File: config.mk
export PLATFORM = sky130hd
export DESIGN_NAME = depipe_skid_flat
export DESIGN_NICKNAME = d
export VERILOG_FILES = /design/src/rtl/depipe_skid_if.sv /design/src/rtl/depipe_skid.sv /design/src/flat_wrapper.sv
export SDC_FILE = /design/constraint.sdc
export NUM_CORES = 1
export LEC_CHECK = 0
export CORE_MARGIN = 2
export CORE_UTILIZATION = 40
export DETAILED_ROUTE_END_ITERATION = 6
export HOLD_SLACK_MARGIN = 0.08
export PLACE_DENSITY = 0.64
export SLEW_MARGIN = 10
export SYNTH_ARGS = -nofsm -noshare
export SYNTH_HDL_FRONTEND = slang
export SYNTH_SLANG_ARGS = --single-unit
export TNS_END_PERCENT = 100
File: constraint.sdc
create_clock -name clk -period 8.3 [get_ports clk]
set_input_delay 1.245 -clock clk [delete_from_list [all_inputs] [get_ports clk]]
set_output_delay 1.245 -clock clk [all_outputs]
set_load 0.01 [all_outputs]
File: src/rtl/depipe_skid_if.sv
// Valid/ready stream carrying a control field and a data field.
//   valid : producer presents an entry
//   ready : consumer can take the entry this cycle
//   ctrl  : control field (CW bits)
//   data  : data field (DW bits)
// The producer side uses the master modport and the consumer side uses the slave modport.
interface depipe_skid_if #(
    parameter int CW = 6,
    parameter int DW = 76
);
    logic          valid;
    logic          ready;
    logic [CW-1:0] ctrl;
    logic [DW-1:0] data;

    modport master (output valid, output ctrl, output data, input  ready);
    modport slave  (input  valid, input  ctrl, input  data, output ready);
endinterface

File: src/rtl/depipe_skid.sv
// Elastic pipeline register with a 2-entry skid buffer.
// It is placed between two pipeline stages, for example decode and execute.
// The control field is forced to zero on a flush and on a bubble, so the downstream stage sees a NOP.
// The data field is only held; reset is the only thing that clears it.
// Ports:
//   clk, rst  : clock and asynchronous active-high reset
//   flush     : synchronous kill of all held entries
//   up        : upstream stream (slave side); up.ready is driven from registers only
//   dn        : downstream stream (master side)
//   stall_cnt : saturating count of cycles with dn.valid=1 and dn.ready=0
//   flush_cnt : saturating count of flush cycles that discarded at least one valid entry
//
// state | meaning
// EMPTY | no entry held
// ONE   | main entry valid and driving dn
// FULL  | main and skid valid; upstream is back-pressured
module depipe_skid #(
    parameter int CW    = 6,
    parameter int DW    = 76,
    parameter int CNT_W = 16
) (
    input  logic             clk,
    input  logic             rst,
    input  logic             flush,
    depipe_skid_if.slave     up,
    depipe_skid_if.master    dn,
    output logic [CNT_W-1:0] stall_cnt,
    output logic [CNT_W-1:0] flush_cnt
);
    typedef enum logic [1:0] {EMPTY = 2'd0, ONE = 2'd1, FULL = 2'd2} state_t;

    localparam logic [CNT_W-1:0] CNT_ONE = 1;

    state_t        state, state_nxt;
    logic [CW-1:0] main_ctrl, skid_ctrl;
    logic [DW-1:0] main_data, skid_data;
    logic          main_valid, skid_valid, in_ready;
    logic          acc_in, acc_out;
    logic          ld_main_in, ld_skid_in, ld_main_skid;

    assign main_valid = (state != EMPTY);
    assign skid_valid = (state == FULL);
    assign in_ready   = ~skid_valid;

    assign up.ready   = in_ready;
    assign dn.valid   = main_valid;
    assign dn.ctrl    = main_valid ? main_ctrl : '0;
    assign dn.data    = main_data;

    assign acc_in  = up.valid & in_ready;
    assign acc_out = main_valid & dn.ready;

    always_ff @(posedge clk or posedge rst) begin
        if (rst) state <= EMPTY;
        else     state <= state_nxt;
    end

    always_comb begin
        state_nxt    = state;
        ld_main_in   = 1'b0;
        ld_skid_in   = 1'b0;
        ld_main_skid = 1'b0;
        if (flush) begin
            // Any input offered during the flush cycle is dropped, even when in_ready=1.
            state_nxt = EMPTY;
        end else begin
            case (state)
                EMPTY: begin
                    if (acc_in) begin
                        state_nxt  = ONE;
                        ld_main_in = 1'b1;
                    end
                end
                ONE: begin
                    if (acc_in && acc_out) begin
                        ld_main_in = 1'b1;
                    end else if (acc_in) begin
                        state_nxt  = FULL;
                        ld_skid_in = 1'b1;
                    end else if (acc_out) begin
                        state_nxt = EMPTY;
                    end
                end
                FULL: begin
                    if (acc_out) begin
                        state_nxt    = ONE;
                        ld_main_skid = 1'b1;
                    end
                end
                default: state_nxt = EMPTY;
            endcase
        end
    end

    // Control registers are cleared on a flush. Data registers keep their values.
    always_ff @(posedge clk or posedge rst) begin
        if (rst) begin
            main_ctrl <= '0;
            skid_ctrl <= '0;
        end else if (flush) begin
            main_ctrl <= '0;
            skid_ctrl <= '0;
        end else begin
            if (ld_main_in)        main_ctrl <= up.ctrl;
            else if (ld_main_skid) main_ctrl <= skid_ctrl;
            if (ld_skid_in)        skid_ctrl <= up.ctrl;
        end
    end

    always_ff @(posedge clk or posedge rst) begin
        if (rst) begin
            main_data <= '0;
            skid_data <= '0;
        end else begin
            if (ld_main_in)        main_data <= up.data;
            else if (ld_main_skid) main_data <= skid_data;
            if (ld_skid_in)        skid_data <= up.data;
        end
    end

    always_ff @(posedge clk or posedge rst) begin
        if (rst) begin
            stall_cnt <= '0;
            flush_cnt <= '0;
        end else begin
            if (main_valid && !dn.ready && stall_cnt != '1) stall_cnt <= stall_cnt + CNT_ONE;
            if (flush && main_valid && flush_cnt != '1)     flush_cnt <= flush_cnt + CNT_ONE;
        end
    end
endmodule

File: src/flat_wrapper.sv
// flat-port wrapper written by rule: the top's interface ports become plain ports
module depipe_skid_flat 
#(
    parameter int CW    = 6,
    parameter int DW    = 76,
    parameter int CNT_W = 16
)
  (clk, rst, flush, stall_cnt, flush_cnt, up_valid, up_ctrl, up_data, up_ready, dn_valid, dn_ctrl, dn_data, dn_ready);
  depipe_skid_if #(.CW(CW), .DW(DW)) up_i ();
  depipe_skid_if #(.CW(CW), .DW(DW)) dn_i ();
  input  logic clk;
  input  logic rst;
  input  logic flush;
  output logic [CNT_W-1:0] stall_cnt;
  output logic [CNT_W-1:0] flush_cnt;
  input wire logic [$bits(up_i.valid)-1:0] up_valid;
  input wire logic [$bits(up_i.ctrl)-1:0] up_ctrl;
  input wire logic [$bits(up_i.data)-1:0] up_data;
  output wire logic [$bits(up_i.ready)-1:0] up_ready;
  output wire logic [$bits(dn_i.valid)-1:0] dn_valid;
  output wire logic [$bits(dn_i.ctrl)-1:0] dn_ctrl;
  output wire logic [$bits(dn_i.data)-1:0] dn_data;
  input wire logic [$bits(dn_i.ready)-1:0] dn_ready;
  assign up_i.valid = up_valid;
  assign up_i.ctrl = up_ctrl;
  assign up_i.data = up_data;
  assign up_ready = up_i.ready;
  assign dn_valid = dn_i.valid;
  assign dn_ctrl = dn_i.ctrl;
  assign dn_data = dn_i.data;
  assign dn_i.ready = dn_ready;
  depipe_skid #(.CW(CW), .DW(DW), .CNT_W(CNT_W)) u_core (.clk(clk), .rst(rst), .flush(flush), .up(up_i), .dn(dn_i), .stall_cnt(stall_cnt), .flush_cnt(flush_cnt));
endmodule
Word-level counts from Yosys, hierarchy flattened. Index checks and enable logic that the tools add are counted.

Bits in registers: 198. Input bits: 87. Output and inout port bits: 116. Word-level logic and storage cells: 57.

$add $sub $neg: 2. Eq/ne operators: 8. Multiplexer cells: 25. Bitwise operators: 3. Reduce and logical (&&, ||, !) cells: 12.

Operators with widths (number): $mux 76 (2); $mux 6 (6); $add 16x1->16 const B (2); $ne 16x16->1 const B (2); $mux 2 (6); $mux 1 (9); $ne 3x3->1 const B (2); $pmux 2 s3 (1); $reduce_bool 2->1 (3); $logic_and 1x1->1 (5); $ne 4x2->1 const B (1); $reduce_and 4->1 (1); $ne 3x2->1 const B (1); $reduce_bool 3->1 (1); $and 1x1->1 (2); $eq 2x1->1 const B (1); $eq 2x2->1 const B (1); $logic_not 2->1 (1); $pmux 1 s2 (1); $logic_not 1->1 (1); $not 1->1 (1).

Depth between registers and ports, before layout.
Depth in word-level cells: 9. Depth in mapped cells: 7. Gate-level depth less buffers: 6.

Worst setup path after synthesis. Ideal clock, no wire load.

Path type: in2reg. Start: input dn_ready. End: register u_core.skid_data[0]. Setup time: 0.125 ns. Arrival: 2.404 ns. Required time: 8.175 ns. Slack: 5.771 ns. Stages: 5. Path buffers: 2. Path through: nand2b_1 nor3_2 buf_2 buf_2 mux2_2.

Cells in the longest elaborated chain, start to end: 5.

RTL lines: from (decl) (line flat_wrapper.sv:23) `input wire logic [$bits(dn_i.ready)-1:0] dn_ready;`; $and 1x1->1 (line depipe_skid.sv:51) `assign acc_out = main_valid & dn.ready;`; $logic_and 1x1->1 (line depipe_skid.sv:75) `if (acc_in && acc_out) begin`; $mux 1 (line depipe_skid.sv:75); $mux 1 (line depipe_skid.sv:67) `case (state)`; $mux 1 (line depipe_skid.sv:63) `if (flush) begin`; to (signal assigned) (line depipe_skid.sv:117) `if (ld_skid_in) skid_data <= up.data;`; to (decl) (line depipe_skid.sv:36) `logic [DW-1:0] main_data, skid_data;`.

Every way passes these cells. A chain may end at the register's enable or synchronous reset.

Worst setup path after layout.
Start: input flush. End: register u_core.main_data[73] (netlist: u_core.dn.data[73]).

Cells in the longest elaborated chain, start to end: 2. Elaborated cells between the ends (all ways): 4. Those cells by class: mux (3); reduce/logical (1).

RTL lines: from (decl) (line flat_wrapper.sv:13) `input logic flush;`; $mux 1 (line depipe_skid.sv:63); $mux 76 / $reduce_bool 2->1 (equally long branches); to (signal assigned) (line depipe_skid.sv:115) `if (ld_main_in) main_data <= up.data;`; to (signal assigned) (line depipe_skid.sv:116) `else if (ld_main_skid) main_data <= skid_data;`; to (decl) (line depipe_skid.sv:36).

Parallel ways exist; a longest one is shown, timed or not.

==> qor.csv <==
metric;value;unit
design_area;11300;µm²
synth_seq_cells;198;
worstPathRequired;8.64;ns
r2r_start;u_core.state[1];
rows;53;
dieArea;22400;µm²
critical-path-top-delay-family;buffers and inverters;
crit_path_end_kind;flip-flop;
synthesis.area;8480;µm²
powerDensity;248;nW/µm²
cp_slowest_cell;o21bai_4;
cts_tree;yes;
die_y;150;µm
postRouteAntennaNets;0;
p_total;2.80;mW
cts.sinks;198;
startpoint;flush;
fin_crit_sh;0.487;
worstMarginPinSlew;0.932;ns
cts.clk_slew.worst_paths;0.08;ns
layout_setup_ws;4.26;ns
cp_common_cell;buf_4;
avgSynthCellArea;12.4;µm²
cts_resized;0;
grt_max_degree;130;
outcome;finished clean;
cellLeakagePower;4.67;nW
start_kind;input pin;
totalWireLength;18600;µm
ir_drop;0.000134;V
cap_violations;0;
maxSlewViolCount;0;
yosysUniqueCellTypes;36;
critical_path_class;in -> reg;
timing.slew.headroom;0.378;
initial_core_util;0.406;
via_per_inst;4.91;
yosysSeqAreaShare;0.584;
synthArstFlopShare;1.00;
hold_viol;0;
grt_pass1_vias;5802;
nets;962;
vias;5708;
cts_buffers;17;
crit_chain;clkdlybuf4s50_1 -> o21bai_4 -> buf_4 -> buf_4 -> nor2_1 -> a21oi_1;
tns;0;ns
area_growth;33.0;%
grtUsageTotal;0.168;
crit_fanout;74;
dr.pass1.iters;6;
synth_nets;771;
drive_gt1_frac;0.144;
hp-start;u_core.stall_cnt[8];
drc;0;
core;20900;µm²
io_buffer_count;202;
critPathArrivalTime;4.38;ns
die_w;150;µm
critPathMaxStageDelay;0.81;ns
drtIter0Drc;196;
dp_slack;3.80;ns
antenna_found_initial;3;
yosysWarningCount;0;
multi_input_area;3310;µm²
htree_levels;4;
clkLatencyLatePin;0.42;ns
critical_path_buf_inv_count;3;
dp_hpwl;12000;µm
syn_inst;682;
layout_min_cycle_time;4.04;ns
synth_edf_count;0;
finClkSkew;0.00676;ns
setup_viol_count_final;0;
rsz0062_at_grt;no;
post_dp_cell_area;10700;µm²
ios;203;
register_area;4950;µm²
grt_overflow_total;0;
hp-class;reg -> reg;
synth_ff_type;dfrtp_1;
clk_path_buf_depth;2;
gp_congestion;0.782;
ctsRootBufferMaster;clkbuf_16;
grt_pass1_wl;29700;µm
fillCellCount;1837;
clock.fmax;247;MHz
cts_hold_buf;0;
avgRoutedWirePerCell;16.0;µm
post_cts_buffers;0;
==> sequential cells by signal, summed over array words and instances (netlist names) <==
signal and cells:
u_core.stall_cnt 16, u_core.flush_cnt 16, u_core.state 2, u_core.skid_data 76
u_core.dn.data 76, u_core.skid_ctrl 6, u_core.main_ctrl 6
==> cell usage after synthesis, types with 3 or more instances <==
master	count	area [µm²]
buf_4	3	22.5
nor2_1	91	342
a21oi_1	79	395
and3_1	7	43.8
mux2i_1	82	821
nand4_1	10	62.6
nor2b_1	9	56.3
nand3_1	12	60.1
dfrtp_1	198	4950
a22o_1	6	52.6
buf_2	23	115
xor2_1	6	52.6
clkbuf_1	3	11.3
nand2_1	13	48.8
inv_1	4	15.0
buf_6	7	78.8
mux2_2	83	935
xnor2_1	23	201
==> layer usage <==
layer | up-vias | global-route usage | routed length (µm)
met5 | - | 0 | 0
met4 | 0 | 0.0505 | 191
met3 | 10 | 0.0564 | 1340
met2 | 125 | 0.258 | 8410
met1 | 2803 | 0.226 | 8640
li1 | 2770 | - | -
==> through the flow <==
stage,hold WS (ns),cells,util
3_5_place_dp,0.488,1129,0.512
3_3_place_gp,0.483,1129,0.512
5_1_grt,0.517,1161,0.540
6_report,0.501,1163,0.540
2_1_floorplan,0.465,682,-
4_1_cts,0.507,1161,0.540
==> report_power, final <==
part           internal, mW  switching, mW  leakage, nW
combinational         0.405          0.275         1.97
sequential             1.18          0.125         2.43
clock                 0.433          0.385        0.274
==> worst paths after layout <==
path,to,slack [ns],cells after the start
max,u_core.dn.data[73],4.26,6
min,u_core.stall_cnt[8],0.50,1
max reg2reg,u_core.dn.data[73],5.16,7
min reg2reg,u_core.stall_cnt[8],0.50,1
max in group asynchronous,u_core.skid_data[2],5.53,3
min in group asynchronous,u_core.skid_data[29],1.37,2
==> kinds of logic after synthesis <==
logic type                 share of synthesized area
AOI/OAI and AO/OA                             0.0618
and+or+nand+nor                               0.0844
muxes                                          0.208
xor gates and xnor gates                      0.0299
buffers and inverters                         0.0286
adders and majority gates                    0.00295
DFF                                            0.584
==> cell usage in the layout (no fill, tap or decap), types with 2 or more instances in the layout <==
| master | instances |
|---|---|
| mux2_2 | 83 |
| clkinvlp_4 | 4 |
| clkdlybuf4s50_1 | 202 |
| xnor2_1 | 23 |
| xor2_1 | 6 |
| and4_1 | 2 |
| mux2i_1 | 82 |
| o21a_1 | 2 |
| inv_1 | 3 |
| clkinv_4 | 3 |
| a21oi_1 | 79 |
| nand2_1 | 13 |
| buf_4 | 6 |
| nand3_1 | 12 |
| clkbuf_16 | 17 |
| and3_1 | 7 |
| ha_1 | 2 |
| diode_2 | 2 |
| dfrtp_1 | 198 |
| nor2_1 | 91 |
| nor2b_1 | 9 |
| a22o_1 | 6 |
| nand4_1 | 10 |
| nand2b_1 | 2 |
| inv_8 | 5 |
==> layout make-up <==
cell class / count / area share
Antenna cell: 2 / 0.000444
Clock inverter: 13 / 0.0124
Tap cell: 275 / 0.0305
Clock buffer: 19 / 0.0393
Inverter: 4 / 0.00200
Multi-Input combinational cell: 444 / 0.293
Sequential cell: 198 / 0.439
Timing Repair Buffer: 208 / 0.183
(Power assumes the default switching activity.)
